`config.mk`:
```
export PLATFORM = sky130hd
export DESIGN_NAME = seg7_scan_display_flat
export DESIGN_NICKNAME = d
export VERILOG_FILES = /design/src/rtl/seg7_scan_display_if.sv /design/src/rtl/seg7_scan_display.sv /design/src/flat_wrapper.sv
export SDC_FILE = /design/constraint.sdc
export NUM_CORES = 1
export LEC_CHECK = 0
export ABC_AREA = 1
export CAP_MARGIN = 5
export CELL_PAD_IN_SITES_DETAIL_PLACEMENT = 1
export CELL_PAD_IN_SITES_GLOBAL_PLACEMENT = 1
export CORE_MARGIN = 2
export CORE_UTILIZATION = 38
export CTS_CLUSTER_SIZE = 30
export DETAILED_ROUTE_END_ITERATION = 12
export GPL_TIMING_DRIVEN = 1
export PLACE_DENSITY_LB_ADDON = 0.1
export SLEW_MARGIN = 5
export SYNTH_ARGS = -nofsm -noshare
export SYNTH_HDL_FRONTEND = slang
export SYNTH_SLANG_ARGS = --single-unit
```
`constraint.sdc`:
```
create_clock -name clk_in -period 1.8 [get_ports clk_in]
set_input_delay 0.45 -clock clk_in [delete_from_list [all_inputs] [get_ports clk_in]]
set_output_delay 0.45 -clock clk_in [all_outputs]
set_load 0.01 [all_outputs]
```
`src/rtl/seg7_scan_display_if.sv`:
```
// rtl/seg7_scan_display_if.sv - load/display bus between a debug-word source and the 7-seg scanner
interface seg7_scan_display_if;
  logic        i_valid;
  logic [31:0] i_data;
  logic [7:0]  o_seg;
  logic [7:0]  o_sel;

  modport master (
    output i_valid,
    output i_data,
    input  o_seg,
    input  o_sel
  );

  modport slave (
    input  i_valid,
    input  i_data,
    output o_seg,
    output o_sel
  );
endinterface

```
`src/rtl/seg7_scan_display.sv`:
```
// rtl/seg7_scan_display.sv - 8-digit hex seven-segment scanner; SEG7_LZ_BLANK_EN enables leading-zero blanking
// Latches a 32-bit word and time-multiplexes it across 8 digits, one digit per SCAN_DIV clocks.
module seg7_scan_display #(
  parameter int unsigned SCAN_DIV   = 100_000,
  parameter bit          ACTIVE_LOW = 1'b1
) (
  input  logic                  clk_in,
  input  logic                  reset,
  seg7_scan_display_if.slave    disp
);

  localparam int unsigned          DIV_W   = (SCAN_DIV > 1) ? $clog2(SCAN_DIV) : 1;
  localparam logic [DIV_W-1:0]     DIV_MAX = DIV_W'(SCAN_DIV - 1);
  localparam logic [7:0]           ALL_OFF = ACTIVE_LOW ? 8'hFF : 8'h00;

  logic [31:0]      data_q,    data_d;
  logic [2:0]       idx_q,     idx_d;
  logic [DIV_W-1:0] div_cnt_q, div_cnt_d;
  logic [7:0]       seg_q,     seg_d;
  logic [7:0]       sel_q,     sel_d;

  logic [4:0]       nib_shift;
  logic [3:0]       nibble;
  logic             blank;
  logic [7:0]       seg_al;
  logic [7:0]       sel_al;
  logic             slot_end;

  // Active-low {g,f,e,d,c,b,a} glyphs for one hex nibble.
  function automatic logic [6:0] hex7(input logic [3:0] nib);
    logic [6:0] g;
    case (nib)
      4'h0:    g = 7'h40;
      4'h1:    g = 7'h79;
      4'h2:    g = 7'h24;
      4'h3:    g = 7'h30;
      4'h4:    g = 7'h19;
      4'h5:    g = 7'h12;
      4'h6:    g = 7'h02;
      4'h7:    g = 7'h78;
      4'h8:    g = 7'h00;
      4'h9:    g = 7'h10;
      4'hA:    g = 7'h08;
      4'hB:    g = 7'h03;
      4'hC:    g = 7'h46;
      4'hD:    g = 7'h21;
      4'hE:    g = 7'h06;
      default: g = 7'h0E;
    endcase
    return g;
  endfunction

  assign slot_end  = (div_cnt_q == DIV_MAX);
  assign nib_shift = {idx_q, 2'b00};
  assign nibble    = data_q[nib_shift +: 4];

`ifdef SEG7_LZ_BLANK_EN
  // A digit is a leading zero when it and every digit to its left are zero.
  assign blank = (idx_q != 3'd0) && ((data_q >> nib_shift) == 32'd0);
`else
  assign blank = 1'b0;
`endif

  always_comb begin
    data_d    = data_q;
    idx_d     = idx_q;
    div_cnt_d = div_cnt_q;
    if (disp.i_valid) begin
      data_d = disp.i_data;
    end
    if (slot_end) begin
      div_cnt_d = '0;
      idx_d     = idx_q + 3'd1;
    end else begin
      div_cnt_d = div_cnt_q + DIV_W'(1);
    end
  end

  always_comb begin
    seg_al = blank ? 8'hFF : {1'b1, hex7(nibble)};
    sel_al = ~(8'b1 << idx_q);
    seg_d  = ACTIVE_LOW ? seg_al : ~seg_al;
    sel_d  = ACTIVE_LOW ? sel_al : ~sel_al;
  end

  always_ff @(posedge clk_in) begin
    if (reset) begin
      data_q    <= '0;
      idx_q     <= '0;
      div_cnt_q <= '0;
      seg_q     <= ALL_OFF;
      sel_q     <= ALL_OFF;
    end else begin
      data_q    <= data_d;
      idx_q     <= idx_d;
      div_cnt_q <= div_cnt_d;
      seg_q     <= seg_d;
      sel_q     <= sel_d;
    end
  end

  assign disp.o_seg = seg_q;
  assign disp.o_sel = sel_q;

endmodule

```
`src/flat_wrapper.sv`:
```
// flat-port wrapper written by rule: the top's interface ports become plain ports
module seg7_scan_display_flat 
#(
  parameter int unsigned SCAN_DIV   = 100_000,
  parameter bit          ACTIVE_LOW = 1'b1
)
  (clk_in, reset, disp_i_valid, disp_i_data, disp_o_seg, disp_o_sel);
  seg7_scan_display_if disp_i ();
  input  logic clk_in;
  input  logic reset;
  input wire logic [$bits(disp_i.i_valid)-1:0] disp_i_valid;
  input wire logic [$bits(disp_i.i_data)-1:0] disp_i_data;
  output wire logic [$bits(disp_i.o_seg)-1:0] disp_o_seg;
  output wire logic [$bits(disp_i.o_sel)-1:0] disp_o_sel;
  assign disp_i.i_valid = disp_i_valid;
  assign disp_i.i_data = disp_i_data;
  assign disp_o_seg = disp_i.o_seg;
  assign disp_o_sel = disp_i.o_sel;
  seg7_scan_display #(.SCAN_DIV(SCAN_DIV), .ACTIVE_LOW(ACTIVE_LOW)) u_core (.clk_in(clk_in), .reset(reset), .disp(disp_i));
endmodule
```
==> results.sh, run 1 <==
export IMPL_syn_avg_cell_area_sq_um=7.45
export IMPL_start_kind="register"
export IMPL_critical_path_class="register to output port"
export IMPL_synth_ff_type="dfxtp_1"
export IMPL_power_per_cell_area_nw_per_um2=801
export IMPL_cp_required_ns=1.35
export IMPL_post_synth_num_cell_types=34
export IMPL_htree_levels=3
export IMPL_first_global_vias=2930
export IMPL_fin_crit_ns=1.66
export IMPL_ys_seq_area_share_pct=42.6
export IMPL_cts_tree="done"
export IMPL_finalWorstSetupSlack_ns=0.138
export IMPL_holdBufCountCts=0
export IMPL_die_area_sq_um=9030
export IMPL_crit_chain="clkdlybuf4s50_1"
export IMPL_port_buffers=49
export IMPL_vdd_drop_max_v=0.000393
export IMPL_antenna_found_initial=0
export IMPL_synth_warnings=0
export IMPL_nets=527
export IMPL_synth_top_cell_area_share_pct=42.6
export IMPL_critPathCaptureType="output port"
export IMPL_ys_seq_elements=67
export IMPL_clk_pin_slew_ns=0.07
export IMPL_synthArstFlopShare_pct=0
export IMPL_cp_buffers_inverters=1
export IMPL_wl_mm=8.00
export IMPL_root_buffer="clkbuf_8"
export IMPL_final_seq_area_sq_um=1340
export IMPL_outcome="completed"
export IMPL_routabilityCongestion=0.802
export IMPL_r2r_slack_ns=0.15
export IMPL_hold_viol=0
export IMPL_hold_slack_ns=0.458
export IMPL_slowest_stage="clkdlybuf4s50_1"
export IMPL_antenna_cells=0
export IMPL_multiInputGateArea_sq_um=1490
export IMPL_cts_buffers=9
export IMPL_grt_max_degree=64
export IMPL_worstReg2RegEnd="u_core.disp.o_seg[3]$_SDFF_PP1_"
export IMPL_synth_fp_nets=471
export IMPL_grt_total_usage_pct=19.1
export IMPL_rows=33
export IMPL_finalClockSkew_ns=0.00825
export IMPL_drtAntennaViolNets=0
export IMPL_synth_edf_count=0
export IMPL_yosysTopAreaCell="dfxtp_1"
export IMPL_fp_dieW_um=95.0
export IMPL_grt_pass1_wl_mm=13.4
export IMPL_num_fill_cells=1027
export IMPL_final_cell_mix="nand2_1 (81), dfxtp_1 (66), inv_1 (54)"
export IMPL_synth_top_cells_by_area="dfxtp_1 (43%), nand2_1 (9.8%), nand3_1 (7.8%)"
export IMPL_clock_sinks=67
export IMPL_fin_area_sq_um=4010
export IMPL_vias_per_cell=4.88
export IMPL_drt_iter0_markers=71
export IMPL_dpl_cell_area_sq_um=3780
export IMPL_slew_violations=0
export IMPL_hold_path_class="register to register"
export IMPL_fin_crit_sh_pct=92.3
export IMPL_wl_per_cell_um=13.6
export IMPL_dr_pass1_iters=5
export IMPL_drc_errors=0
export IMPL_gr_total_overflow=0
export IMPL_final_setup_tns_ns=0
export IMPL_clock_latency_ns=0.35
export IMPL_coreArea_sq_um=8130
export IMPL_r2r_start="u_core.idx_q[0]$_SDFFE_PP0N_"
export IMPL_final_common_cell="nand2_1"
export IMPL_cpPeakStageDelay_ns=0.54
export IMPL_setup_viol=0
export IMPL_max_clock_freq_mhz=602
export IMPL_reg2reg_depth=10
export IMPL_pin_count=51
export IMPL_whs_path_depth=2
export IMPL_dpl_hpwl_mm=5.80
export IMPL_start_util_pct=38.7
export IMPL_drv_cap=0
export IMPL_synthCells=423
export IMPL_leakagePower_nw=1.66
export IMPL_arrival_ns=1.21
export IMPL_hp_start="u_core.data_q[29]$_SDFFE_PP0P_"
export IMPL_syn_to_final_growth_pct=27.2
export IMPL_netlist_area_sq_um=3150
export IMPL_clockBufferDepth=2
export IMPL_drive_above_1_share_pct=11.0
export IMPL_via_count=2873
export IMPL_cp_top_family="buffers and inverters"
export IMPL_hold_path_end="u_core.data_q[29]$_SDFFE_PP0P_"
export IMPL_die_y_um=95.0
export IMPL_crit_fanout=1
export IMPL_dpl_worst_slack_ns=-0.00803
==> metrics by stage <==
stage                     util (%)  total power, mW  cells
after global routing          49.2             3.37    589
final                         49.2             3.21    589
after CTS                     48.9             3.24    587
after floorplan                  -             1.80    423
after global placement        46.5             1.96    571
after detailed placement      46.5             1.97    571
==> registers in the layout (all words and copies together) (netlist names) <==
| signal | cells |
|---|---|
| u_core.disp.o_sel | 8 |
| u_core.div_cnt_q | 17 |
| u_core.idx_q | 3 |
| u_core.disp.o_seg | 7 |
| u_core.data_q | 32 |
==> report_power, final <==
| group | switching [mW] | total, mW | leakage [nW] | internal (mW) |
|---|---|---|---|---|
| registers | 0.0213 | 1.57 | 0.552 | 1.55 |
| logic | 0.196 | 0.370 | 1.01 | 0.175 |
| clock network | 0.586 | 1.26 | 0.0926 | 0.676 |
==> timing repair <==
action,in CTS,in global routing
pin swaps,0,1
setup buffers,0,2
resized for setup,1,5
endpoints found under the setup margin,3,4
==> routing by layer <==
metal / track usage, % / vias to the layer above / part of all wire [%]
met2: 33.0 / 54 / 49
li1: - / 1479 / -
met3: 4.74 / 13 / 3.4
met5: 0 / - / 0
met1: 22.8 / 1327 / 46
met4: 7.25 / 0 / 1.4
==> cell type report <==
cell class,instances,share of cell area (%)
clock buffers,12,3.62
clock inverters,4,1.25
flip-flops and latches,67,33.5
repair buffers,63,15.5
multi-input cells,279,37.1
inverters,59,5.72
well taps,105,3.28
==> cell families after synthesis <==
family,synth area share [%]
buf+inv,10.6
compound gates,12.6
flops,42.6
xor+xnor,1.11
simple gates,27.8
other cells,0.119
fa+ha+maj,5.17
==> synth_stat cells (all sizes together), types with 2 or more instances <==
cell type  count
buf            8
xor2           3
clkbuf        10
nor3b          2
clkinv         2
o21ai         35
a21oi         42
or2            3
ha            13
dfxtp         67
nand3         53
nor2          22
nor3           7
nand4          7
inv           57
nand2         88
==> how the worst max path moves through the flow <==
stage                                    startpoint                               to  cells past startpoint
detailed placement     u_core.idx_q[0]$_SDFFE_PP0N_  u_core.disp.o_seg[3]$_SDFF_PP1_                     12
global placement       u_core.idx_q[0]$_SDFFE_PP0N_  u_core.disp.o_seg[5]$_SDFF_PP1_                     12
floorplan              u_core.idx_q[0]$_SDFFE_PP0N_  u_core.disp.o_seg[5]$_SDFF_PP1_                     13
global route           u_core.idx_q[0]$_SDFFE_PP0N_  u_core.disp.o_seg[0]$_SDFF_PP1_                     12
CTS                    u_core.idx_q[0]$_SDFFE_PP0N_  u_core.disp.o_seg[6]$_SDFF_PP1_                     12
finish              u_core.disp.o_seg[3]$_SDFF_PP1_                    disp_o_seg[3]                      1
Note: power is estimated with default switching activity, not from simulation.
==> run 2, diff against run 1 <==
SLEW_MARGIN = 25   (was 5)
==> results of run 2 <==
No change in the layout: final DEF, timing and power equal those of run 1.
==> run 3, diff against run 2 <==
ABC_AREA = default   (was 1)
CORE_UTILIZATION = 40   (was 38)
==> results.sh, run 3 <==
export IMPL_outcome="finished with violations"
export IMPL_violations="negative setup slack"
export IMPL_first_global_vias=2439
export IMPL_finalClockSkew_ns=0.00529
export IMPL_cts_buffers=9
export IMPL_gr_total_overflow=0
export IMPL_pin_count=51
export IMPL_post_synth_num_cell_types=44
export IMPL_reg2reg_depth=6
export IMPL_via_count=2317
export IMPL_wl_mm=7.15
export IMPL_netlist_area_sq_um=2980
export IMPL_dr_pass1_iters=4
export IMPL_start_kind="register"
export IMPL_clock_sinks=67
export IMPL_synth_top_cell_area_share_pct=45.0
export IMPL_arrival_ns=2.17
export IMPL_dpl_hpwl_mm=5.26
export IMPL_syn_avg_cell_area_sq_um=10.1
export IMPL_fin_crit_ns=1.97
export IMPL_synth_ff_type="dfxtp_1"
export IMPL_cts_tree="done"
export IMPL_yosysTopAreaCell="dfxtp_1"
export IMPL_setup_viol=7
export IMPL_antenna_cells=0
export IMPL_power_per_cell_area_nw_per_um2=797
export IMPL_synthArstFlopShare_pct=0
export IMPL_largest_reg_flops=32
export IMPL_synth_warnings=0
export IMPL_max_clock_freq_mhz=509
export IMPL_antenna_found_initial=0
export IMPL_coreArea_sq_um=7210
export IMPL_rsz0062_at_grt="true"
export IMPL_start_util_pct=41.3
export IMPL_final_cell_mix="nor2_1 (65), dfxtp_1 (64), clkdlybuf4s50_1 (48)"
export IMPL_final_seq_area_sq_um=1350
export IMPL_ys_seq_elements=67
export IMPL_grt_pass1_wl_mm=11.9
export IMPL_drive_above_1_share_pct=21.6
export IMPL_post_synth_top_count_cell="dfxtp_1"
export IMPL_cp_required_ns=2.01
export IMPL_port_buffers=49
export IMPL_finalWorstSetupSlack_ns=-0.166
export IMPL_htree_levels=3
export IMPL_syn_to_final_growth_pct=38.6
export IMPL_whs_path_depth=1
export IMPL_synth_commonest_cells="dfxtp_1 (67), nor2_1 (65), mux2i_1 (40)"
export IMPL_clock_latency_ns=0.34
export IMPL_hold_viol=0
export IMPL_synth_edf_count=0
export IMPL_root_buffer="clkbuf_8"
export IMPL_clockBufferDepth=2
export IMPL_dpl_worst_slack_ns=-0.184
export IMPL_critPathCaptureType="register"
export IMPL_stdcell_count=474
export IMPL_slew_violations=0
export IMPL_grt_max_degree=33
export IMPL_nets=419
export IMPL_clk_pin_slew_ns=0.07
export IMPL_drtAntennaViolNets=0
export IMPL_num_fill_cells=809
export IMPL_hold_path_class="register to register"
export IMPL_critical_path_class="register to register"
export IMPL_die_y_um=90.3
export IMPL_synth_fp_nets=344
export IMPL_synth_top_cells_by_area="dfxtp_1 (45%), mux2i_1 (13%), nor2_1 (8.2%)"
export IMPL_crit_fanout=8
export IMPL_rows=31
export IMPL_dp_cells=455
export IMPL_vdd_drop_max_v=0.000411
export IMPL_vias_per_cell=4.89
export IMPL_grt_total_usage_pct=18.5
export IMPL_synthCells=296
export IMPL_top_register="u_core.data_q"
export IMPL_ys_seq_area_share_pct=45.0
export IMPL_routabilityCongestion=0.795
export IMPL_die_area_sq_um=8150
export IMPL_drt_iter0_markers=63
export IMPL_wl_per_cell_um=15.1
export IMPL_leakagePower_nw=1.67
export IMPL_fp_dieW_um=90.3
export IMPL_fin_crit_sh_pct=109
export IMPL_drv_cap=0
export IMPL_drc_errors=0
export IMPL_multiInputGateArea_sq_um=1650
export IMPL_final_common_cell="nor2_1"
[run 3: cell types whose count changed after synthesis, moves of 6 or more]
cell,delta
nand3_1,-43
inv_1,-47
o21ai_0,-34
mux2i_1,+40
nor2_1,+44
xnor2_1,+11
nand2_1,-65
a21oi_1,-40
mux4_2,+6
[run 3: logic make-up after synthesis]
logic type / share of synthesized area (%)
multiplexers: 20.1
adder cells (fa/ha/maj): 5.46
other: 0.126
buffers and inverters: 4.58
flip-flops: 45.0
AND/OR/NAND/NOR: 15.8
XOR/XNOR: 5.00
AO/OA/AOI/OAI: 3.99
[run 3: worst max-delay path, stage by stage (launching register included)]
cell and delay (ns):
dfxtp_4 0.42, buf_4 0.14, mux4_2 0.51, mux2i_4 0.24
buf_4 0.16, mux2i_1 0.22, o221ai_1 0.14
[run 3: where the power goes]
group          total, mW  internal, mW  leakage [nW]  switching, mW
Combinational      0.410         0.234          1.02          0.176
Sequential          1.59          1.55         0.552         0.0383
Clock               1.29         0.757         0.102          0.538
[run 3: final cells by class]
type | instances | area share [%]
Tap cell | 99 | 3.00
Clock inverter | 1 | 0.727
Sequential cell | 67 | 32.7
Multi-Input combinational cell | 202 | 40.0
Clock buffer | 14 | 4.21
Timing Repair Buffer | 80 | 18.4
Inverter | 11 | 1.00
[run 3: repair_timing]
item,4_1_cts,5_1_grt
setup endpoints to repair,7,27
hold buffers,0,0
buffers inserted,3,1
endpoints found under the hold margin,0,0
pin swaps,2,2
gates resized for setup,7,11
[run 3: worst paths after layout]
| kind | startpoint | end | slack, ns |
|---|---|---|---|
| setup / recovery | u_core.idx_q[0]$_SDFFE_PP0N_ | u_core.disp.o_seg[5]$_SDFF_PP1_ | -0.17 |
| setup reg to reg | u_core.idx_q[0]$_SDFFE_PP0N_ | u_core.disp.o_seg[5]$_SDFF_PP1_ | -0.17 |
| hold reg to reg | u_core.div_cnt_q[0]$_SDFF_PP0_ | u_core.div_cnt_q[0]$_SDFF_PP0_ | 0.44 |
| hold / removal | u_core.div_cnt_q[0]$_SDFF_PP0_ | u_core.div_cnt_q[0]$_SDFF_PP0_ | 0.44 |
[run 3: per-layer routing]
metal	track usage, %	vias to the layer above	wire, um
li1	-	1143	-
met1	24.4	1117	3420
met2	29.8	43	3390
met3	3.09	14	200
met4	8.85	0	133
met5	0	-	0
[run 3: through the flow]
stage | setup TNS, ns | hold slack (ns) | cell area, sq um | power (mW) | util (%)
after global routing | -1.35 | 0.462 | 4130 | 3.44 | 57.2
after detailed placement | -0.729 | 0.435 | 3820 | 2.00 | 52.9
after global placement | -0.350 | 0.426 | 3820 | 1.99 | 52.9
after CTS | -0.720 | 0.446 | 4080 | 3.32 | 56.5
after floorplan | -0.826 | 0.411 | 3070 | 1.81 | -
final | -0.795 | 0.440 | 4130 | 3.29 | 57.2
